[src/rtl/add_serial_keyed.sv]
// Bit-serial adder/subtractor whose control FSM detours through a chain of
// decoy states that rotate operand A whenever the unlock key is wrong.
module add_serial_keyed #(
   parameter int                   WIDTH     = 8,
   parameter int                   KEY_WIDTH = 8,
   parameter logic [KEY_WIDTH-1:0] KEY       = 8'hA5,
   parameter int                   NUM_DECOY = 4
) (
   input  logic                 clk,
   input  logic                 rst,
   input  logic                 start,
   input  logic                 sub,
   input  logic [WIDTH-1:0]     a,
   input  logic [WIDTH-1:0]     b,
   input  logic [KEY_WIDTH-1:0] key,
   output logic                 busy,
   output logic                 done,
   output logic [WIDTH-1:0]     out,
   output logic                 cout,
   output logic                 ovf
);

   localparam int CW = $clog2(WIDTH);
   localparam int SW = $clog2(NUM_DECOY + 3);
   localparam logic [CW-1:0] LAST_BIT = CW'(WIDTH - 1);
   localparam logic [SW-1:0] LAST_DECOY = SW'(NUM_DECOY + 2);

   // Decoy states occupy the encodings from S_DECOY0 upward, one per decoy.
   typedef enum logic [SW-1:0] {
      S_IDLE   = SW'(0),
      S_ADD    = SW'(1),
      S_DONE   = SW'(2),
      S_DECOY0 = SW'(3)
   } state_t;

   state_t           state_q, state_d;
   logic [WIDTH-1:0] aReg_q, aReg_d;
   logic [WIDTH-1:0] bReg_q, bReg_d;
   logic             carry_q, carry_d;
   logic [CW-1:0]    count_q, count_d;
   logic [WIDTH-1:0] out_q, out_d;
   logic             cout_q, cout_d;
   logic             ovf_q, ovf_d;
   logic             sumBit;
   logic             newCarry;

   always_ff @(posedge clk or posedge rst) begin
      if (rst) begin
         state_q <= S_IDLE;
      end else begin
         state_q <= state_d;
      end
   end

   always_comb begin
      state_d = state_q;
      case (state_q)
         S_IDLE: begin
            if (start) begin
               state_d = (key == KEY) ? S_ADD : S_DECOY0;
            end
         end
         S_ADD: begin
            if (count_q == LAST_BIT) begin
               state_d = S_DONE;
            end
         end
         S_DONE: begin
            state_d = S_IDLE;
         end
         default: begin
            state_d = (state_q == LAST_DECOY) ? S_ADD : state_t'(state_q + SW'(1));
         end
      endcase
   end

   always_comb begin
      busy = (state_q != S_IDLE);
      done = (state_q == S_DONE);
      out  = out_q;
      cout = cout_q;
      ovf  = ovf_q;
   end

   // Subtraction is a + ~b + 1, so the inverted B and the seeded carry do the work.
   always_comb begin
      sumBit   = aReg_q[0] ^ bReg_q[0] ^ carry_q;
      newCarry = (aReg_q[0] & bReg_q[0]) | (aReg_q[0] & carry_q) | (bReg_q[0] & carry_q);
      aReg_d   = aReg_q;
      bReg_d   = bReg_q;
      carry_d  = carry_q;
      count_d  = count_q;
      out_d    = out_q;
      cout_d   = cout_q;
      ovf_d    = ovf_q;
      case (state_q)
         S_IDLE: begin
            if (start) begin
               aReg_d  = a;
               bReg_d  = sub ? ~b : b;
               carry_d = sub;
               count_d = '0;
               out_d   = '0;
               cout_d  = 1'b0;
               ovf_d   = 1'b0;
            end
         end
         S_ADD: begin
            out_d   = {sumBit, out_q[WIDTH-1:1]};
            aReg_d  = aReg_q >> 1;
            bReg_d  = bReg_q >> 1;
            carry_d = newCarry;
            count_d = count_q + CW'(1);
            if (count_q == LAST_BIT) begin
               cout_d = newCarry;
               ovf_d  = carry_q ^ newCarry;
            end
         end
         S_DONE: begin
         end
         default: begin
            aReg_d = {aReg_q[0], aReg_q[WIDTH-1:1]};
         end
      endcase
   end

   always_ff @(posedge clk or posedge rst) begin
      if (rst) begin
         aReg_q  <= '0;
         bReg_q  <= '0;
         carry_q <= 1'b0;
         count_q <= '0;
         out_q   <= '0;
         cout_q  <= 1'b0;
         ovf_q   <= 1'b0;
      end else begin
         aReg_q  <= aReg_d;
         bReg_q  <= bReg_d;
         carry_q <= carry_d;
         count_q <= count_d;
         out_q   <= out_d;
         cout_q  <= cout_d;
         ovf_q   <= ovf_d;
      end
   end

endmodule

[config.mk]
export PLATFORM = sky130hd
export DESIGN_NAME = add_serial_keyed
export DESIGN_NICKNAME = d
export VERILOG_FILES = /design/src/rtl/add_serial_keyed.sv
export SDC_FILE = /design/constraint.sdc
export NUM_CORES = 1
export LEC_CHECK = 0
export CORE_MARGIN = 1
export CORE_UTILIZATION = 45
export DETAILED_ROUTE_END_ITERATION = 8
export PLACE_DENSITY = 0.81
export SETUP_SLACK_MARGIN = 0.15
export SLEW_MARGIN = 20
export SYNTH_ARGS = -nofsm -noshare
export SYNTH_HDL_FRONTEND = slang
export SYNTH_SLANG_ARGS = --single-unit
[constraint.sdc]
create_clock -name clk -period 3.9 [get_ports clk]
set_clock_uncertainty 0.05 [all_clocks]
set_input_delay 0.78 -clock clk [delete_from_list [all_inputs] [get_ports clk]]
set_output_delay 0.78 -clock clk [all_outputs]
set_load 0.01 [all_outputs]
==> results of run 1 <==
[cell usage in the layout, fill, tap and decap left out, drive strengths merged, types with 2 or more instances in the layout]
cell	n
ha	2
nor3b	3
a22o	9
clkbuf	7
o21ai	19
nand2	2
o2bb2ai	4
dfrtp	33
nor4bb	2
clkdlybuf4s50	39
mux2	13
inv	6
xor2	9
mux2i	9
nor2	5
[through the flow]
| stage | total power [mW] | utilization [%] | instances | hold slack [ps] | cell area [um^2] |
|---|---|---|---|---|---|
| 2_1_floorplan | 1.17 | - | 138 | 409 | 1690 |
| 3_3_place_gp | 1.31 | 60.1 | 215 | 430 | 2080 |
| 3_5_place_dp | 1.38 | 60.1 | 215 | 441 | 2080 |
| 4_1_cts | 1.71 | 63.4 | 223 | 451 | 2200 |
| 5_1_grt | 1.81 | 63.4 | 223 | 474 | 2200 |
| 6_report | 1.70 | 63.4 | 223 | 446 | 2200 |
[worst min-delay path by stage]
stage,from,end,slack (ps),depth (start not counted)
4_1_cts,count_q[0],count_q[0],450,1
3_3_place_gp,count_q[0],count_q[0],430,1
6_report,count_q[0],count_q[0],450,1
5_1_grt,out[0],out[0],470,1
2_1_floorplan,count_q[0],count_q[0],410,1
3_5_place_dp,count_q[0],count_q[0],440,1
[cells in the mapped netlist, types with 3 or more instances]
master,n,area (um^2)
inv_1,6,22.5
mux2_2,6,67.6
buf_6,3,33.8
buf_2,4,20.0
nor2_1,5,18.8
a22o_1,9,78.8
mux2i_1,9,90.1
mux2_4,7,105
o2bb2ai_1,4,35.0
dfrtp_1,33,826
o21ai_0,17,85.1
xor2_1,9,78.8
[state kept, by name, summed over array words and instances (netlist names)]
signal and cells:
state_q 3, cout 1, bReg_q 8, carry_q 1, count_q 3, aReg_q 8, out 8, ovf 1
[critical path, stage by stage (launching register included)]
cell and delay (ps):
dfrtp_1 530, nor3_4 500, inv_1 70, clkdlybuf4s50_1 490
[area by class of cell]
type,instances,share of cell area (%)
clock inverters,1,1.37
inverters,6,1.02
flip-flops and latches,33,37.5
multi-input cells,90,35.4
well taps,46,2.62
repair buffers,40,18.1
clock buffers,7,3.92
[layer usage]
metal  track usage (%)  up-vias  part of all wire [%]  routed length, um
met5                 0        -                     0                  0
met4              7.67        0                   1.7                 58
met3              3.26        5                   3.6                125
met2              32.1       32                    51               1770
met1              23.7      605                    44               1520
li1                  -      572                     -                  -
[report_power, final]
group	internal, mW	switching (mW)	total, mW	leakage, nW
combinational	0.407	0.340	0.747	0.512
sequential	0.491	0.130	0.621	0.422
clock	0.208	0.123	0.331	0.0585
[cells by family (layout without fill, tap and decap cells)]
| kind of cell | after synthesis | after routing |
|---|---|---|
| AOI/OAI and AO/OA | 37 | 37 |
| and+or+nand+nor | 19 | 19 |
| xor gates and xnor gates | 9 | 9 |
| DFF | 33 | 33 |
| muxes | 22 | 22 |
| adders and majority gates | 3 | 3 |
| buffers and inverters | 15 | 54 |
==> key figures, run 1 <==
Global routing
  • Number of global-route vias before repair: 1,278
  • Global-route wire length before repair: 5850 um
  • GRT Util Overall: 18.9%
  • Grt ovf: 0
  • Initial antenna violation count: 0
  • Largest net degree at the start of global routing: 34

Timing
  • Fin. Hold Viols: 0
  • Worst setup margin: 1190 ps
  • Crit share post-route: 69.5%
  • Slew Viols, Final: 0
  • Max Freq: 0.369 GHz
  • Setup TNS Final: 0 ps
  • Final setup fails: 0
  • Max transition margin: 47.8%
  • Final min period: 2710 ps
  • RSZ-0062 raised after global routing: no
  • Worst Tran Pin Value: 780 ps

Logic synthesis
  • Post-synthesis mux area share: 15.6%
  • Main combinational cell family by area after synthesis: multiplexers
  • Post-Synth XOR/XNOR Area: 4.67%
  • Synthesis Warnings: 0
  • Dominant synthesized flop cell: dfrtp_1
  • FFs w/ async S/R, synth: 100%
  • EDFF count, synth: 0
  • Compound-gate portion of the synthesized area: 15.1%
  • Synth Cell Area: 1690 um^2
  • Simple logic cell fraction of the synthesized area: 8.15%
  • Post-synthesis sequential area ratio: 48.9%
  • Post-synthesis adder-cell area fraction: 2.67%
  • Mapped Nets: 169
  • Yosys reg bits: 33
  • Cells after Synth: 138
  • Avg Cell Area, Syn: 12.2 um^2
  • Synth cell types: 33

Worst hold path
  • Min-Delay Path Class: reg -> reg

Die
  • # rows: 21
  • Die Height: 63.3 um
  • Die area: 4000 um^2
  • Initial Util: 48.7%
  • I/O pin count: 40
  • Core box area: 3470 um^2
  • Die Span X: 63.3 um

CTS
  • Clock Path Buffers: 2
  • CTS sink cnt: 33
  • Post-CTS sizing: 0
  • Hold buffer count at cts: 0
  • TritonCTS clock tree: yes
  • Worst-Skew Late Latency: 290 ps
  • Post-CTS Setup Inserts: 0
  • Total CTS buffers: 5
  • Clock-pin transition on the worst setup and hold timing paths: 60 ps
  • Root Driver: clkbuf_8
  • H-tree depth: 2

Critical path
  • R2r endpoint: ovf
  • Crit Path Max Fanout: 12
  • Reg-to-reg startpoint: state_q[0]
  • Critical Path End Type: primary output
  • Critical path data required time: 3070 ps
  • Setup crit end: busy
  • Critical path startpoint: state_q[0]
  • Crit path DAT: 1880 ps
  • WS Path Type: reg -> out
  • CP Launch Type: register
  • Setup slack, reg-to-reg: 2010 ps
  • FF-to-FF path depth: 3

Route
  • Routed len/inst: 15.6 um
  • Vias after detailed routing: 1,214
  • Total routed wirelength: 3480 um
  • Drt first pass iters: 4
  • Antenna viol nets, final: 0
  • Drc violations: 0
  • Vias per cell: 5.44
  • DR iter-0 viols: 30

Layout
  • Nets: 207
  • Inserted Diodes: 0
  • Layout area overhead: 30.2%
  • Ratio of cells with drive above 1 in the final layout: 14.7%
  • Footprint of the multi-input gates: 779 um^2
  • FF+latch area: 826 um^2
  • Filler cell count: 277

Power
  • Leakage Power: 0.992 nW
  • Pwr Density: 772 nW/um^2
  • Peak VDD IR: 0.510 mV

Place
  • Hpwl dp: 2520 um
  • Routability cong.: 0.787
  • Place WS: 1480 ps
  • Port buffer count: 39

Run
  • Max cap viols: 0

Outcome
  • Status: finished clean
Power figures use the tool's default switching activity.
==> run 2: changes to the inputs <==
clock period = 2.75 ns   (was 3.9 ns; I/O delays follow)
==> run 2 against run 1 <==
Effect of this change:
- clock-buffer cell count did not move
- worst hold slack improved by 8.1 ps
- highest routed layer unchanged
- die area stayed put
- critical path type unchanged
==> key figures, run 2 (synthesized netlist as in run 1, its figures left out) <==
Critical path
  • Reg-to-reg startpoint: state_q[0]
  • R2r endpoint: ovf
  • Setup crit end: done
  • Crit path cell chain: nor3b_1, clkdlybuf4s50_1
  • Critical path depth: 2 (-1)
  • WS Path Type: reg -> out
  • Critical Path Max Stage Delay: 570 ps (+40 ps)
  • CP bufs+invs: 1 (-1)
  • Critical path startpoint: state_q[1]
  • Critical path data required time: 2150 ps (-920 ps)
  • FF-to-FF path depth: 3 (unchanged)
  • Setup slack, reg-to-reg: 920 ps (-1090 ps)
  • Crit Path Max Fanout: 11 (-1)
  • Critical Path End Type: primary output
  • Crit path DAT: 1650 ps (-230 ps)
  • CP Launch Type: register
  • CP max stage cell: dfrtp_1
  • Largest delay share family, worst path: flip-flops

CTS
  • Root Driver: clkbuf_8
  • Worst-Skew Late Latency: 280 ps (about the same)
  • H-tree depth: 2 (unchanged)
  • Post-CTS sizing: 0 (unchanged)
  • Total CTS buffers: 5 (unchanged)
  • Post-CTS Setup Inserts: 0 (unchanged)
  • CTS sink cnt: 33 (unchanged)
  • Hold buffer count at cts: 0 (unchanged)
  • Clock-pin transition on the worst setup and hold timing paths: 70 ps (about the same)
  • Clock Path Buffers: 2 (unchanged)
  • TritonCTS clock tree: yes

Route
  • Drt first pass iters: 4 (unchanged)
  • Total routed wirelength: 3250 um (-6.5%)
  • Antenna viol nets, final: 0 (unchanged)
  • Vias after detailed routing: 1,208 (-0.49%)
  • Drc violations: 0 (unchanged)
  • DR iter-0 viols: 43 (+43%)
  • Routed len/inst: 14.5 um (-6.9%)
  • Vias per cell: 5.39 (-0.94%)

Power
  • Clock share of power: 17.0% (-2.5 points)
  • Pwr Density: 1060 nW/um^2 (+37%)
  • Leakage Power: 0.993 nW (about the same)
  • Peak VDD IR: 0.580 mV (+14%)
  • Overall Power: 2.33 mW (+37%)
  • Net Switching: 0.819 mW (+38%)
  • Internal power: 1.51 mW (+36%)
  • Sw Share: 35.2% (+0.28 points)
  • Logic gate share of total power: 45.5% (+1.5 points)
  • Part of the power in registers: 37.5% (+1.0 points)

Timing
  • Slew Viols, Final: 0 (unchanged)
  • Max transition margin: 50.4% (+2.7 points)
  • Worst Tran Pin Value: 740 ps (-40.0 ps)
  • Max Freq: 0.443 GHz
  • Final min period: 2250 ps
  • Crit share post-route: 82.0%
  • Setup TNS Final: 0 ps (unchanged)
  • Final setup fails: 0 (unchanged)
  • RSZ-0062 raised after global routing: no
  • Fin. Hold Viols: 0 (unchanged)

Global routing
  • Largest net degree at the start of global routing: 34 (unchanged)
  • Global-route wire length before repair: 5760 um (-1.5%)
  • Initial antenna violation count: 0 (unchanged)
  • Grt ovf: 0 (unchanged)
  • GRT Util Overall: 18.4% (-0.47 points)
  • Number of global-route vias before repair: 1,256 (-1.7%)

Outcome
  • Status: finished clean

Place
  • DP Area: 2090 um^2 (+0.36%)
  • Routability cong.: 0.751 (-4.5%)
  • Hpwl dp: 2370 um (-6.1%)
  • Port buffer count: 39 (unchanged)
  • DP Cell Count: 216 (+0.47%)

Layout
  • FF+latch area: 826 um^2 (unchanged)
  • Footprint of the multi-input gates: 779 um^2 (unchanged)
  • Cell Count, Final, Fillers Out: 224 (+0.45%)
  • Nets: 208 (+0.48%)
  • Ratio of cells with drive above 1 in the final layout: 15.7% (+1.0 points)
  • Filler cell count: 290 (+4.7%)
  • Commonest non-fill, non-tap cell in the layout: clkdlybuf4s50_1
  • Post-route cell area: 2190 um^2 (-0.34%)
  • Layout area overhead: 29.8%
  • Most frequent cells in the layout: clkdlybuf4s50_1 (39), dfrtp_1 (33), o21ai_0 (17)
  • Inserted Diodes: 0 (unchanged)

Run
  • Max cap viols: 0 (unchanged)

Die
  • # rows: 21 (unchanged)
  • Die area: 4000 um^2 (unchanged)
  • Die Height: 63.3 um (unchanged)
  • Die Span X: 63.3 um (unchanged)
  • I/O pin count: 40 (unchanged)
  • Core box area: 3470 um^2 (unchanged)
  • Initial Util: 48.7% (unchanged)

Worst hold path
  • Hold depth: 1 (unchanged)
  • Min-Delay Path Class: reg -> reg
run 2: cell types whose count changed in the layout (fill, tap and decap cells not counted), sizes merged:
cell | previous run | this run
buf | 1 | 2
bufinv | 1 | 0
clkinv | 0 | 1
run 2: worst min-delay path by stage:
stage | slack [ps] | from | endpoint
after floorplan | 410 | count_q[0] | count_q[0]
after global placement | 430 | count_q[0] | count_q[0]
after detailed placement | 440 | out[0] | out[0]
after CTS | 460 | ovf | ovf
after global routing | 480 | out[0] | out[0]
final | 450 | out[0] | out[0]
run 2: worst register-to-register path, stage by stage, from the launching register on:
cell and delay [ps]:
dfrtp_1 570, or3b_1 630, o221ai_1 340, o2bb2ai_1 150
run 2: cell type report:
cell class | instances | share of cell area, %
clock buffers | 7 | 4.39
flip-flops and latches | 33 | 37.7
clock inverters | 1 | 0.228
repair buffers | 41 | 18.5
well taps | 46 | 2.63
multi-input cells | 90 | 35.6
inverters | 6 | 1.03
run 2: per-layer routing:
metal / wire length, um / track usage (%)
met2: 1640 / 30.9
met3: 112 / 3.26
met1: 1460 / 23.7
met4: 41 / 6.82
met5: 0 / 0
run 2: per-stage QoR:
stage	setup WS [ps]	utilization (%)	hold WS, ps
2_1_floorplan	1090	-	409
3_3_place_gp	606	60.3	430
3_5_place_dp	536	60.3	441
4_1_cts	500	63.2	461
5_1_grt	380	63.2	482
6_report	495	63.2	455
run 2: power by group through the flow:
stage	sequential (mW)	combinational [mW]	clock, mW
finish	0.873	1.06	0.396
global route	0.906	1.17	0.422
CTS	0.874	1.07	0.398
detailed placement	0.879	1.07	0
global placement	0.864	1.01	0
floorplan	0.821	0.843	0
